**src/rtl/mem_port_arbiter_pkg.sv**
```systemverilog
// rtl/mem_port_arbiter_pkg.sv - shared state/owner encodings for the IF/LS memory port arbiter
package mem_port_arbiter_pkg;

  typedef enum logic [1:0] {
    ST_IDLE     = 2'd0,
    ST_ISSUE    = 2'd1,
    ST_WAIT_RSP = 2'd2,
    ST_RESP     = 2'd3
  } state_t;

  typedef enum logic {
    OWN_IF = 1'b0,
    OWN_LS = 1'b1
  } owner_t;

  // Wide enough for any TIMEOUT in 1..255.
  localparam int         CNT_W = 8;
  localparam logic [3:0] IF_BE = 4'hF;

  function automatic owner_t other_owner(input owner_t o);
    return (o == OWN_IF) ? OWN_LS : OWN_IF;
  endfunction

endpackage

```
**src/rtl/mem_port_arbiter_rr_arb2.sv**
```systemverilog
// rtl/mem_port_arbiter_rr_arb2.sv - 2-way round-robin pick; a tie goes to the port that did not own last
module mem_port_arbiter_rr_arb2
  import mem_port_arbiter_pkg::*;
(
  input  logic [1:0] i_req,
  input  owner_t     i_last_owner,
  output logic       o_valid,
  output owner_t     o_pick
);

  always_comb begin
    o_pick = OWN_IF;
    case (i_req)
      2'b01:   o_pick = OWN_IF;
      2'b10:   o_pick = OWN_LS;
      2'b11:   o_pick = other_owner(i_last_owner);
      default: o_pick = OWN_IF;
    endcase
  end

  assign o_valid = |i_req;

endmodule

```
**src/rtl/mux21.sv**
```systemverilog
// rtl/mux21.sv - generic 2:1 select, i_sel=1 picks i_d1
module mux21 #(
  parameter int W = 1
) (
  input  logic         i_sel,
  input  logic [W-1:0] i_d0,
  input  logic [W-1:0] i_d1,
  output logic [W-1:0] o_y
);

  assign o_y = i_sel ? i_d1 : i_d0;

endmodule

```
**src/rtl/mem_port_arbiter.sv**
```systemverilog
// rtl/mem_port_arbiter.sv - shares one memory port between fetch and load/store, one transaction at a time
module mem_port_arbiter
  import mem_port_arbiter_pkg::*;
#(
  parameter int AW      = 32,
  parameter int DW      = 32,
  parameter int TIMEOUT = 64
) (
  input  logic          i_clk,
  input  logic          i_rst_n,
  input  logic          i_if_req,
  input  logic [AW-1:0] i_if_addr,
  output logic          o_if_gnt,
  output logic          o_if_rvalid,
  output logic [DW-1:0] o_if_rdata,
  output logic          o_if_err,
  input  logic          i_ls_req,
  input  logic          i_ls_we,
  input  logic [3:0]    i_ls_be,
  input  logic [AW-1:0] i_ls_addr,
  input  logic [DW-1:0] i_ls_wdata,
  output logic          o_ls_gnt,
  output logic          o_ls_rvalid,
  output logic [DW-1:0] o_ls_rdata,
  output logic          o_ls_err,
  output logic          o_mem_req,
  output logic          o_mem_we,
  output logic [3:0]    o_mem_be,
  output logic [AW-1:0] o_mem_addr,
  output logic [DW-1:0] o_mem_wdata,
  input  logic          i_mem_ready,
  input  logic          i_mem_rvalid,
  input  logic [DW-1:0] i_mem_rdata
);

  localparam int RW = 1 + 4 + AW + DW;

  state_t           r_state;
  state_t           w_next;
  owner_t           r_owner;
  owner_t           r_last_owner;
  owner_t           w_pick;
  logic             w_arb_valid;
  logic             w_grant;
  logic             w_timeout;
  logic [CNT_W-1:0] r_cnt;
  logic             r_err;
  logic             r_we;
  logic [3:0]       r_be;
  logic [AW-1:0]    r_addr;
  logic [DW-1:0]    r_wdata;
  logic [DW-1:0]    r_if_rdata;
  logic [DW-1:0]    r_ls_rdata;
  logic [RW-1:0]    w_if_fields;
  logic [RW-1:0]    w_ls_fields;
  logic [RW-1:0]    w_sel_fields;

  mem_port_arbiter_rr_arb2 u_arb (
    .i_req        ({i_ls_req, i_if_req}),
    .i_last_owner (r_last_owner),
    .o_valid      (w_arb_valid),
    .o_pick       (w_pick)
  );

  // Fetches are always full-word reads; the write-data lane is unused for them.
  assign w_if_fields = {1'b0, IF_BE, i_if_addr, {DW{1'b0}}};
  assign w_ls_fields = {i_ls_we, i_ls_be, i_ls_addr, i_ls_wdata};

  mux21 #(.W(RW)) u_req_mux (
    .i_sel (w_pick == OWN_LS),
    .i_d0  (w_if_fields),
    .i_d1  (w_ls_fields),
    .o_y   (w_sel_fields)
  );

  assign w_grant   = (r_state == ST_IDLE) && w_arb_valid;
  assign w_timeout = (r_cnt == CNT_W'(TIMEOUT - 1));

  always_ff @(posedge i_clk or negedge i_rst_n) begin
    if (!i_rst_n) r_state <= ST_IDLE;
    else          r_state <= w_next;
  end

  always_comb begin
    w_next = r_state;
    case (r_state)
      ST_IDLE:     if (w_arb_valid) w_next = ST_ISSUE;
      ST_ISSUE:    if (i_mem_ready) w_next = ST_WAIT_RSP;
      ST_WAIT_RSP: if (i_mem_rvalid || w_timeout) w_next = ST_RESP;
      ST_RESP:     w_next = ST_IDLE;
      default:     w_next = ST_IDLE;
    endcase
  end

  always_ff @(posedge i_clk or negedge i_rst_n) begin
    if (!i_rst_n) begin
      r_owner      <= OWN_IF;
      r_last_owner <= OWN_IF;
      r_cnt        <= '0;
      r_err        <= 1'b0;
      r_we         <= 1'b0;
      r_be         <= '0;
      r_addr       <= '0;
      r_wdata      <= '0;
      r_if_rdata   <= '0;
      r_ls_rdata   <= '0;
    end else begin
      if (w_grant) begin
        r_owner                        <= w_pick;
        {r_we, r_be, r_addr, r_wdata}  <= w_sel_fields;
        r_err                          <= 1'b0;
      end
      if (r_state == ST_ISSUE && i_mem_ready) r_cnt <= '0;
      if (r_state == ST_WAIT_RSP) begin
        // A response arriving on the last allowed cycle still counts as a response.
        if (i_mem_rvalid) begin
          if (r_owner == OWN_IF) r_if_rdata <= i_mem_rdata;
          else                   r_ls_rdata <= i_mem_rdata;
        end else if (w_timeout) begin
          r_err <= 1'b1;
        end else begin
          r_cnt <= r_cnt + 1'b1;
        end
      end
      if (r_state == ST_RESP) r_last_owner <= r_owner;
    end
  end

  assign o_if_gnt    = w_grant && (w_pick == OWN_IF);
  assign o_ls_gnt    = w_grant && (w_pick == OWN_LS);
  assign o_if_rvalid = (r_state == ST_RESP) && (r_owner == OWN_IF) && !r_err;
  assign o_ls_rvalid = (r_state == ST_RESP) && (r_owner == OWN_LS) && !r_err;
  assign o_if_err    = (r_state == ST_RESP) && (r_owner == OWN_IF) && r_err;
  assign o_ls_err    = (r_state == ST_RESP) && (r_owner == OWN_LS) && r_err;
  assign o_if_rdata  = r_if_rdata;
  assign o_ls_rdata  = r_ls_rdata;
  assign o_mem_req   = (r_state == ST_ISSUE);
  assign o_mem_we    = r_we;
  assign o_mem_be    = r_be;
  assign o_mem_addr  = r_addr;
  assign o_mem_wdata = r_wdata;

endmodule
```
**config.mk**
```make
export PLATFORM = sky130hd
export DESIGN_NAME = mem_port_arbiter
export DESIGN_NICKNAME = d
export VERILOG_FILES = /design/src/rtl/mem_port_arbiter_pkg.sv /design/src/rtl/mem_port_arbiter_rr_arb2.sv /design/src/rtl/mux21.sv /design/src/rtl/mem_port_arbiter.sv
export SDC_FILE = /design/constraint.sdc
export NUM_CORES = 1
export LEC_CHECK = 0
export ABC_AREA = 1
export CAP_MARGIN = 20
export CORE_ASPECT_RATIO = 2
export CORE_MARGIN = 1
export CORE_UTILIZATION = 35
export DETAILED_ROUTE_END_ITERATION = 8
export GPL_TIMING_DRIVEN = 0
export PLACE_DENSITY_LB_ADDON = 0.3
export SLEW_MARGIN = 20
export SYNTH_ARGS = -nofsm -noshare
export SYNTH_HDL_FRONTEND = slang
export SYNTH_SLANG_ARGS = --single-unit
```
**constraint.sdc**
```tcl
create_clock -name i_clk -period 1.9 [get_ports i_clk]
set_input_delay 0.475 -clock i_clk [delete_from_list [all_inputs] [get_ports i_clk]]
set_output_delay 0.475 -clock i_clk [all_outputs]
set_load 0.01 [all_outputs]
```
Yosys cells after proc, flatten, opt, wreduce, memory -nomap -nowiden
Index checks and enable logic that the tools add are counted.
{"block": "classes", "n_reduce_logical": 17, "add_sub_neg": 1, "bitwise_logic": 2, "mux": 15, "eq_ne": 9}
{"op": "2-to-1 mux 69 bit", "n": 1}
{"op": "2-to-1 mux 8 bit", "n": 4}
{"op": "logical AND 1 bit", "n": 10}
{"op": "AND reduction 3 bit", "n": 3}
{"op": "adder 8 x 1 -> 8 bit (second input constant)", "n": 1}
{"op": "equality test 2 bit (second input constant)", "n": 4}
{"op": "equality test 8 x 6 -> 1 bit (second input constant)", "n": 1}
{"op": "case mux 2 bit (4 select lines)", "n": 1}
{"op": "2-to-1 mux 2 bit", "n": 3}
{"op": "2-to-1 mux 1 bit", "n": 5}
{"op": "inequality test 2 bit (second input constant)", "n": 2}
{"op": "equality test 2 x 1 -> 1 bit (second input constant)", "n": 1}
{"op": "logical NOT 2 bit", "n": 1}
{"op": "inequality test 2 x 1 -> 1 bit (second input constant)", "n": 1}
{"op": "inverter 1 bit", "n": 2}
{"op": "case mux 1 bit (2 select lines)", "n": 1}
{"op": "OR reduction 2 bit", "n": 1}
{"op": "logical NOT 1 bit", "n": 1}
{"op": "logical OR 1 bit", "n": 1}
{"block": "word_totals", "ff_bits": 146, "output_inout_bits": 140}

Logic depth before layout (Yosys ltp)
{"block": "depth", "depth_word": 6, "depth_mapped": 9, "ltp_nobuf": 9}

Modules after synthesis
From an unflattened synthesis, not the netlist that was laid out.
{"block": "unflattened", "cells_unflattened": 725, "area_unflattened_um2": 6658.9}
{"module": "mem_port_arbiter", "instances": 1, "cells_per_inst": 499, "area_per_inst_um2": 5761.8}
{"module": "mux21", "instances": 1, "cells_per_inst": 223, "area_per_inst_um2": 882.1}
{"module": "mem_port_arbiter_rr_arb2", "instances": 1, "cells_per_inst": 3, "area_per_inst_um2": 15.0}

Worst setup path after synthesis
OpenSTA, ideal clock, no wires.
{"block": "synth_path", "kind": "flip-flop to output port", "startpoint": "register r_state[0]", "endpoint": "output o_if_gnt", "arrival_time_ns": 1.246, "n_path_buf": 1, "stages_incl_launch_ff": 8, "setup_slack_ns": 0.179, "cell_sequence": "dfrtp_1 > inv_1 > ha_1 > inv_2 > nor2_8 > inv_2 > nor2_4 > buf_2"}
{"block": "synth_via", "elab_chain_cells": 3}
{"element": "start, declared", "line_no": "mem_port_arbiter.sv:38", "text": "state_t r_state;"}
{"element": "start signal, assigned", "line_no": "mem_port_arbiter.sv:81", "text": "else r_state <= w_next;"}
{"element": "logical NOT 2 bit", "line_no": "mem_port_arbiter.sv:76", "text": "assign w_grant = (r_state == ST_IDLE) && w_arb_valid;"}
{"element": "logical AND 1 bit", "line_no": "mem_port_arbiter.sv:76"}
{"element": "logical AND 1 bit", "line_no": "mem_port_arbiter.sv:129", "text": "assign o_if_gnt = w_grant && (w_pick == OWN_IF);"}
{"element": "end, declared", "line_no": "mem_port_arbiter.sv:13", "text": "output logic o_if_gnt,"}
No other way between the ends.

Final worst setup path
Ends and elaborated chain as after synthesis.

==> results.txt <==
----------------------------------------------------
[Status]
  Outcome ... finished with violations
  Failing checks ... setup timing

[Yosys]
  Leading cell types by total area after synthesis ... dfrtp_1 62%, nand2_1 12%, o21ai_0 5.7%, a22o_1 4.9%, nand3_1 3.8%
  Post-synthesis net count ... 755
  Synthesized netlist cell count ... 610
  Sequential area share after synthesis ... 61.7%
  Number of flops mapped to enable cells by yosys ... 0
  Cell type with the highest aggregate area in the netlist ... dfrtp_1
  Cell with the most instances after synthesis ... nand2_1
  Post-Synthesis Cell Area ... 5920 sq um
  Synth warn ... 0
  Ys flop type ... dfrtp_1
  Commonest cells in the netlist ... 193 x nand2_1, 146 x dfrtp_1, 68 x o21ai_0
  Async set-or-reset flop fraction in the synthesized netlist ... 100%
  Fraction of post-synthesis cell area in the top cell type by area ... 61.7%
  Number of library cell types mapped by synthesis ... 26
  Yosys reg bits ... 146
  Post-synthesis area per instance ... 9.70 sq um

[Setup path]
  Reg2reg setup slack ... 130 ps
  Reg2reg end ... o_ls_rdata[0]
  Bufs and invs on worst path ... 5
  Critical-path cell with the highest stage delay ... dfrtp_1
  Critical Path Start Type ... flip-flop
  CP Capture Point ... o_if_gnt
  Count of cell instances traversed by the critical path ... 8
  Class of the most critical setup path ... flip-flop to output port
  Cell breakdown of the critical path ... inv_2, ha_4, inv_6, nor2_8, inv_4, nor2_4, buf_6, buf_6
  Length in cells of the worst reg-to-reg path ... 7
  Crit-path max FO ... 3
  Maximum single-stage delay on the critical path ... 410 ps
  CP delay by family, top ... buffers and inverters
  Launch point of the worst path ... r_state[0]
  Source of the worst register-to-register timing path ... r_state[0]
  Critical path's most frequent cell ... buf_6
  Endpoint class of the critical path ... output port
  Required time of the critical path ... 1420 ps
  Data arrival time of the critical path ... 1590 ps

[Cells and area]
  Multi-input gate area ... 1970 sq um
  Fraction of final layout cells with drive strength greater than 1 ... 11.1%
  Sequential standard cell area ... 3650 sq um
  Count of filler cells inserted in the layout ... 1,440
  Area added between synthesis and finish ... 64.9%
  Final nets ... 1,066
  Final cell utilization of the core ... 59.4%
  Filler-free cell count of the finished design ... 1,139

[CTS]
  Clk sinks ... 146
  Clock latency at the later pin of the worst-skew pair ... 420 ps
  Clock-pin transition on the worst setup and hold timing paths ... 60 ps
  TritonCTS clock tree ... yes
  Num CTS Buffers ... 17
  Cell at the root of the clock tree ... clkbuf_16
  Maximum level of the CTS H-tree ... 4
  Worst-case clock buffer depth ... 2

[Global routing]
  Pin count of the biggest net entering global routing ... 76
  Global-route wire length before repair ... 28.6 mm
  Aggregate global-route resource usage ... 21.8%
  Number of global-route vias before repair ... 5,489
  Antenna violations before repair ... 1
  Overflow left after global routing ... 0

[Power]
  PwrDens ... 1550 nW/um^2
  Final Total Pwr ... 0.0151 W
  VDD IR-drop max ... 1030 uV
  Total leakage power ... 4.57 nW

[Place]
  Placed insts ... 1,093
  Worst-case setup slack after placement ... -920 ps
  Number of port buffers ... 278
  DPL Wire Length ... 14.1 mm
  Placer Congestion ... 0.781

[Timing]
  Clock period minus worst slack ... 2060 ps
  Final hold vios ... 0
  Max-slew violation count ... 0
  Setup repair after global routing missed its margin ... true
  Portion of the clock cycle consumed by the worst path in the final layout ... 108%
  Worst clock skew on the final layout ... 8.40 ps
  Maximum operating frequency ... 485 MHz
  Number of failing setup endpoints in the final timing report ... 6
  Min setup slack post-route ... -161 ps
  Headroom to the max-slew limit ... 60.9%
  Worst Max-Slew Pin Slew ... 587 ps

[Floorplanning]
  Area of the core region ... 16,400 sq um
  Count of standard-cell rows ... 66
  Die W ... 94.0 microns
  IO Pins ... 279
  Die Footprint ... 17,500 sq um
  Starting density of the core ... 36.0%
  Die boundary height ... 186 microns

[Routing]
  DRC viols ... 0
  Drt wl/cell ... 16.5 microns
  Number of nets with antenna violations after detailed routing ... 0
  Drt pass-1 iters ... 4
  Sum of routed wire length over all layers ... 18.8 mm
  Detailed-route via count ... 5,413
  Post-detailed-route via-to-cell ratio ... 4.75
  Initial drt markers ... 126

[Run]
  Max-cap violation count ... 0

[Worst hold path]
  Worst hold-check path type ... primary input to asynchronous set/reset pin

----------------------------------------------------
[sequential cells by signal, indices dropped and copies added (netlist names)]
register	flops
o_mem_wdata	32
r_owner	1
o_ls_rdata	32
r_last_owner	1
o_if_rdata	32
r_err	1
o_mem_be	4
r_cnt	8
o_mem_addr	32
o_mem_we	1
r_state	2
[worst min path at each step]
stage                      end  slack [ps]  cells past startpoint
2_1_floorplan    o_if_rdata[0]         180                      0
3_3_place_gp    o_ls_rdata[21]         470                      2
3_5_place_dp    o_ls_rdata[23]         470                      2
4_1_cts        o_mem_wdata[10]          30                      1
5_1_grt        o_mem_wdata[10]          40                      1
6_report        o_mem_wdata[7]          10                      1
[per-layer routing]
layer  share of wire [%]  global-route usage [%]  wire length (microns)
met3                 9.3                    8.13                   1750
met5                   0                       0                      0
met1                  34                    21.4                   6410
met2                  55                    41.0                  10400
met4                 1.5                    7.38                    274
[cells in the final DEF, fill, tap and decap left out, types with 3 or more instances in the layout]
cell type,synthesis,layout
dfrtp_1,146,146
buf_2,8,14
buf_6,3,7
clkbuf_16,0,17
ha_1,6,3
buf_4,6,17
clkdlybuf4s50_1,0,267
inv_2,3,3
inv_6,0,4
clkinv_4,0,3
a22o_1,33,33
nor2_4,3,5
nand3_1,45,45
inv_1,52,50
clkinvlp_4,0,5
clkbuf_2,0,8
nor2_1,12,11
nand2_1,193,191
o21ai_0,68,68
o22a_1,4,4
[power by group]
| part | internal (W) | switching (W) |
|---|---|---|
| clock network | 0.00189 | 0.00138 |
| registers | 0.00442 | 0.000744 |
| logic | 0.00365 | 0.00306 |
| total | 0.00996 | 0.00519 |
[metrics by stage]
stage	cell area [sq um]	TNS (ps)	hold slack, ps
6_report	9760	-582	13.5
5_1_grt	9760	-948	41.0
4_1_cts	9680	-340	29.5
3_5_place_dp	8990	-8310	472
3_3_place_gp	8960	-831350	466
2_1_floorplan	5920	0	179
[kinds of logic after synthesis]
group,synth area share (%)
DFF,61.7
AOI/OAI and AO/OA,11.7
buffers and inverters,6.26
and+or+nand+nor,18.8
adders and majority gates,1.27
xor gates and xnor gates,0.296
[worst register-to-register path, stage by stage, from the launching register on]
cell      delay (ps)
dfrtp_1          390
inv_2             70
buf_4            130
buf_4            130
ha_2             230
nand3_4          160
clkbuf_1         380
o21ai_0          140
[layout make-up]
| class | count | area share [%] |
|---|---|---|
| Sequential cell | 146 | 37.4 |
| Timing Repair Buffer | 293 | 29.7 |
| Tap cell | 204 | 2.61 |
| Antenna cell | 1 | 0.0256 |
| Clock buffer | 19 | 4.64 |
| Inverter | 55 | 2.19 |
| Buffer | 28 | 1.96 |
| Clock inverter | 13 | 1.28 |
| Multi-Input combinational cell | 380 | 20.1 |
[repair_timing]
item / CTS / global route
resized for setup: 48 / 36
hold buffers: 0 / 0
pin swaps: 4 / 1
setup buffers: 11 / 3
endpoints found under the setup margin: 7 / 39
(Power assumes the default switching activity.)
